[src/rtl/regfile_pkg.sv]
// Shared defaults and types for the general-purpose register file.
// Imported by the interface, decoder and register file.
package regfile_pkg;

  localparam int DATA_W_DEF = 32;
  localparam int ADDR_W_DEF = 5;

  typedef logic [ADDR_W_DEF-1:0] reg_addr_t;
  typedef logic [DATA_W_DEF-1:0] reg_data_t;

endpackage

[src/rtl/regfile_decoded_if.sv]
// Register file port bundle: one write port, two read ports,
// scoreboard clear/status and debug write select.
interface regfile_decoded_if
  import regfile_pkg::*;
#(
  parameter int DATA_W = DATA_W_DEF,
  parameter int ADDR_W = ADDR_W_DEF
);

  localparam int NREG = 2**ADDR_W;

  logic              we;
  logic [ADDR_W-1:0] wa;
  logic [DATA_W-1:0] wd;
  logic [ADDR_W-1:0] ra1;
  logic [ADDR_W-1:0] ra2;
  logic [DATA_W-1:0] rd1;
  logic [DATA_W-1:0] rd2;
  logic              clr_mask;
  logic [NREG-1:0]   written;
  logic [NREG-1:0]   wr_sel;

  modport master (
    output we, wa, wd,
    output ra1, ra2,
    output clr_mask,
    input  rd1, rd2,
    input  written, wr_sel
  );

  modport slave (
    input  we, wa, wd,
    input  ra1, ra2,
    input  clr_mask,
    output rd1, rd2,
    output written, wr_sel
  );

endinterface

[src/rtl/regfile_decoded_decoder_onehot.sv]
// Parametrised ADDR_W to 2**ADDR_W one-hot decoder with enable.
// An unknown address with en=1 propagates X in simulation.
module decoder_onehot #(
  parameter int ADDR_W = 5,
  localparam int NOUT = 2**ADDR_W
) (
  input  logic              en,
  input  logic [ADDR_W-1:0] addr,
  output logic [NOUT-1:0]   sel
);

  localparam logic [NOUT-1:0] ONE = {{(NOUT-1){1'b0}}, 1'b1};

  // Shift a single one into place; all-zero when disabled.
  always_comb sel = en ? (ONE << addr) : '0;

endmodule

[src/rtl/regfile_decoded.sv]
// MIPS GPR file: 1W/2R, hardwired zero reg, written scoreboard.
// Optional write-through bypass under macro REGFILE_BYPASS_EN.
module regfile_decoded
  import regfile_pkg::*;
#(
  parameter int DATA_W   = DATA_W_DEF,
  parameter int ADDR_W   = ADDR_W_DEF,
  parameter int ZERO_REG = 1
) (
  input  logic              clk,
  input  logic              reset_n,
  regfile_decoded_if.slave  bus
);

  localparam int NREG = 2**ADDR_W;

  localparam logic [NREG-1:0] ZMASK =
    (ZERO_REG != 0) ? {{(NREG-1){1'b0}}, 1'b1} : '0;

  logic [NREG-1:0]   sel;
  logic [NREG-1:0]   wmask;
  logic [NREG-1:0]   written_q;
  logic [DATA_W-1:0] regs [NREG];

  decoder_onehot #(
    .ADDR_W (ADDR_W)
  ) u_dec (
    .en   (bus.we),
    .addr (bus.wa),
    .sel  (sel)
  );

  // Register 0 never loads and never marks written.
  assign wmask       = sel & ~ZMASK;
  assign bus.wr_sel  = sel;
  assign bus.written = written_q;

  // Register array: async clear, at most one load per edge.
  always_ff @(posedge clk or negedge reset_n) begin
    if (!reset_n) begin
      for (int k = 0; k < NREG; k++)
        regs[k] <= '0;
    end else begin
      for (int k = 0; k < NREG; k++)
        if (wmask[k]) regs[k] <= bus.wd;
    end
  end

  // Scoreboard: clear first, then the write sets its bit.
  always_ff @(posedge clk or negedge reset_n) begin
    if (!reset_n) begin
      written_q <= '0;
    end else begin
      written_q <= (bus.clr_mask ? '0 : written_q) | wmask;
    end
  end

  // Combinational read ports; reg 0 holds 0 when hardwired.
  always_comb begin
    bus.rd1 = regs[bus.ra1];
    bus.rd2 = regs[bus.ra2];
`ifdef REGFILE_BYPASS_EN
    if (wmask[bus.ra1]) bus.rd1 = bus.wd;
    if (wmask[bus.ra2]) bus.rd2 = bus.wd;
`else
`endif
  end

endmodule

[src/flat_wrapper.sv]
// flat-port wrapper written by rule: the top's interface ports become plain ports
module regfile_decoded_flat import regfile_pkg::*;
#(
  parameter int DATA_W   = DATA_W_DEF,
  parameter int ADDR_W   = ADDR_W_DEF,
  parameter int ZERO_REG = 1
)
  (clk, reset_n, bus_we, bus_wa, bus_wd, bus_ra1, bus_ra2, bus_clr_mask, bus_rd1, bus_rd2, bus_written, bus_wr_sel);
  regfile_decoded_if #(.DATA_W(DATA_W), .ADDR_W(ADDR_W)) bus_i ();
  input  logic clk;
  input  logic reset_n;
  input wire logic [$bits(bus_i.we)-1:0] bus_we;
  input wire logic [$bits(bus_i.wa)-1:0] bus_wa;
  input wire logic [$bits(bus_i.wd)-1:0] bus_wd;
  input wire logic [$bits(bus_i.ra1)-1:0] bus_ra1;
  input wire logic [$bits(bus_i.ra2)-1:0] bus_ra2;
  input wire logic [$bits(bus_i.clr_mask)-1:0] bus_clr_mask;
  output wire logic [$bits(bus_i.rd1)-1:0] bus_rd1;
  output wire logic [$bits(bus_i.rd2)-1:0] bus_rd2;
  output wire logic [$bits(bus_i.written)-1:0] bus_written;
  output wire logic [$bits(bus_i.wr_sel)-1:0] bus_wr_sel;
  assign bus_i.we = bus_we;
  assign bus_i.wa = bus_wa;
  assign bus_i.wd = bus_wd;
  assign bus_i.ra1 = bus_ra1;
  assign bus_i.ra2 = bus_ra2;
  assign bus_i.clr_mask = bus_clr_mask;
  assign bus_rd1 = bus_i.rd1;
  assign bus_rd2 = bus_i.rd2;
  assign bus_written = bus_i.written;
  assign bus_wr_sel = bus_i.wr_sel;
  regfile_decoded #(.DATA_W(DATA_W), .ADDR_W(ADDR_W), .ZERO_REG(ZERO_REG)) u_core (.clk(clk), .reset_n(reset_n), .bus(bus_i));
endmodule
[config.mk]
export PLATFORM = sky130hd
export DESIGN_NAME = regfile_decoded_flat
export DESIGN_NICKNAME = d
export VERILOG_FILES = /design/src/rtl/regfile_pkg.sv /design/src/rtl/regfile_decoded_if.sv /design/src/rtl/regfile_decoded_decoder_onehot.sv /design/src/rtl/regfile_decoded.sv /design/src/flat_wrapper.sv
export SDC_FILE = /design/constraint.sdc
export NUM_CORES = 2
export LEC_CHECK = 0
export ABC_AREA = 1
export BUFFER_PORTS_ARGS = -buffer_cell sky130_fd_sc_hd__buf_4
export CORE_ASPECT_RATIO = 1.5
export CORE_MARGIN = 3
export CORE_UTILIZATION = 45
export CTS_BUF_LIST = sky130_fd_sc_hd__clkbuf_2 sky130_fd_sc_hd__clkbuf_4 sky130_fd_sc_hd__clkbuf_8
export DETAILED_ROUTE_END_ITERATION = 6
export GPL_TIMING_DRIVEN = 0
export PLACE_DENSITY = 0.7
export SYNTH_ARGS = -nofsm -noshare
export SYNTH_HDL_FRONTEND = slang
export SYNTH_HIERARCHICAL = 1
export SYNTH_SLANG_ARGS = --single-unit
export TNS_END_PERCENT = 50
[constraint.sdc]
create_clock -name clk -period 2.62 [get_ports clk]
set_clock_uncertainty 0.2 [all_clocks]
set_input_delay 0.131 -clock clk [delete_from_list [all_inputs] [get_ports clk]]
set_output_delay 0.131 -clock clk [all_outputs]
set_load 0.01 [all_outputs]
==> results.ini <==
[run_status]
status = finished with violations
violations = design-rule violations, negative hold slack, negative setup slack

[run]
cap_viol_max_count = 0

[placement]
portBuffers = 170
dpl_cell_area_sq_um = 61600
dp_hpwl_mm = 222
place_congestion = 1.03

[clock_network]
cts_root_buffer = clkbuf_8
clock_sinks = 1023
cts_buffer_depth = 3
clk_pin_slew_worst_paths_ns = 0.07
cts_buffers = 166
clk_latency_ns = 0.92
post_cts_buffers = 0
cts_htree_levels = 4
tritoncts = done

[routing]
wl_per_cell_um = 29.3
drc = 5
ant_nets = 0
initialDrtViolationCount = 8379
wl_mm = 303
num_vias = 63200
first_pass_iters = 7
viasPerCell = 6.11

[setup_path]
r2r_slack_ns = 1.55
critPathLaunchType = input pin
critPathRequiredTime_ns = 3.28
rr_worst_depth = 1
worstSetupPathType = in -> reg
critPathArrivalTime_ns = 3.54
timing.rr.end = u_core/regs[991]
cp-end-kind = flip-flop
r2r-start = u_core/regs[991]
worstPathMaxFanout = 10

[floorplan]
core_area_sq_um = 127000
fp-row-count = 160
start_util_pct = 45.5
die_w_um = 299
dieArea_sq_um = 133000
ios = 179
die_h_um = 446

[sta]
max_freq_mhz = 346
rsz0062_at_grt = yes
whs_ns = -0.642
hold_viol_final = 298
period_share_pct = 110
relSlewSlack_pct = 16.3
setup_ws_ns = -0.266
setup_viol_count_final = 160
maxSlewViolCount = 0
period_needed_ns = 2.89
tightest_slew_ns = 1.26

[yosys]
synth_edf_count = 0
yosysTopAreaCell = dfrtp_1
ys_warn_count = 6
ys_seq_area_share_pct = 44.2
yosysUniqueCellTypes = 20
synth_nets = 8100
synthTopCellsByArea = dfrtp_1 44%, nand2_1 17%, nand3_1 13%
synth.avg_cell_area_sq_um = 7.20
post-synth-top-area-fraction_pct = 44.2
async_reset_ff_share_pct = 100
synth_seq_cells = 1023
synth.most_common_cell = nand2_1
ys_top_cells_by_count = 2,626 x nand2_1, 1,548 x nand3_1, 1,023 x dfrtp_1, 740 x inv_1, 704 x o21ai_0
netlist_area_sq_um = 58000
ys.flop_type = dfrtp_1
synth_cells = 8049

[final_layout]
fin_area_sq_um = 68400
final_nets = 8541
drive_gt1_share_pct = 17.8
syn_to_final_growth_pct = 17.9

[global_route]
grt-ovfl-total = 0
grt_pass1_vias = 60400
grt_pass1_wl_mm = 424
grt_max_degree = 160
grt_usage_pct = 44.3
antenna_found_initial = 19

[pwr]
ir_worst_vdd_v = 0.000640
p_per_area_nw_per_um2 = 726
p_total_mw = 49.6
leakagePower_nw = 32.1

[min_path]
hp-class = in -> async

==> state kept, by name, indices dropped and copies added, names as in the netlist <==
register and flops:
u_core/regs 992, u_core/bus.written 31
==> placed cells by master (no fill, tap or decap), types with 32 or more instances in the layout <==
master / instances
clkbuf_1: 281
clkbuf_2: 47
nand3_1: 1326
buf_4: 207
a21oi_1: 254
o21ai_0: 704
nor2_1: 111
buf_1: 63
nand2_4: 32
mux2_2: 288
inv_2: 81
nand3_2: 202
dfrtp_1: 1022
nand2_1: 2535
clkbuf_8: 215
dlygate4sd3_1: 87
buf_2: 231
clkbuf_4: 49
nand2_2: 58
inv_1: 668
==> how the worst max path moves through the flow <==
stage / startpoint / endpoint / slack [ns] / cells past startpoint
floorplan: bus_wa[3] / u_core/regs[258] / 0.66 / 7
global placement: reset_n / u_core/regs[871] / -11.43 / 1
detailed placement: reset_n / u_core/regs[871] / -1.21 / 6
CTS: u_core/regs[786] / bus_rd1[18] / -0.17 / 9
global route: u_core/regs[861] / bus_rd1[29] / -0.15 / 9
finish: bus_wa[0] / u_core/regs[194] / -0.27 / 10
==> critical path, stage by stage <==
cell and delay (ns):
buf_4 0.13, inv_2 0.04, nor2_2 0.09, dlygate4sd3_1 0.64, nand3_1 0.13, nor2_1 0.38
clkbuf_1 0.78, clkbuf_1 0.75, nand2_1 0.30, o21ai_0 0.16
==> through the flow <==
stage / worst slack (ns) / setup TNS (ns) / util, % / cells
finish: -0.266 / -14.23 / 53.7 / 10300
detailed placement: -1.21 / -564.39 / 48.4 / 9927
global route: -0.145 / -22.38 / 53.7 / 10300
floorplan: 0.656 / 0 / - / 8049
global placement: -11.43 / - / 48.2 / 9920
CTS: -0.173 / -19.58 / 53.0 / 10300
==> layer usage <==
metal	up-vias	GRT usage, %	share of wire (%)
li1	26700	-	-
met1	30200	51.4	35
met2	4671	68.5	44
met3	1614	12.1	11
met4	12	36.3	10
met5	-	0	0.025
==> power breakdown <==
group / leakage, nW / total [mW] / internal [mW] / switching (mW)
clock: 2.00 / 16.1 / 8.87 / 7.20
sequential: 12.1 / 20.8 / 19.2 / 1.57
combinational: 18.0 / 12.8 / 4.04 / 8.72
==> cell families (layout without fill, tap and decap cells) <==
| family | Yosys count | count (layout) | share of synthesized area (%) |
|---|---|---|---|
| other cells | 1 | 14 | 0.00647 |
| buf+inv | 1445 | 2021 | 10.3 |
| flops | 1023 | 1023 | 44.2 |
| mux | 288 | 288 | 5.59 |
| compound gates | 991 | 991 | 8.69 |
| simple gates | 4301 | 4301 | 31.3 |
==> cell type report <==
type | instances | area (sq um)
inverters | 750 | 2820
plain buffers | 695 | 3320
fillers | 12600 | 59000
flip-flops and latches | 1023 | 25600
diodes | 13 | 32.5
multi-input cells | 5581 | 28100
repair buffers | 273 | 2610
clock inverters | 45 | 480
clock buffers | 258 | 3280
well taps | 1701 | 2130
==> what timing repair did <==
action / in CTS / in global routing
hold buffers: 88 / 5
gates cloned: 1 / 2
hold endpoints to repair: 1486 / 349
endpoints found under the setup margin: 224 / 575
pin swaps: 74 / 52
resized for setup: 324 / 236
No activity file was read; power rests on OpenSTA's default activity.
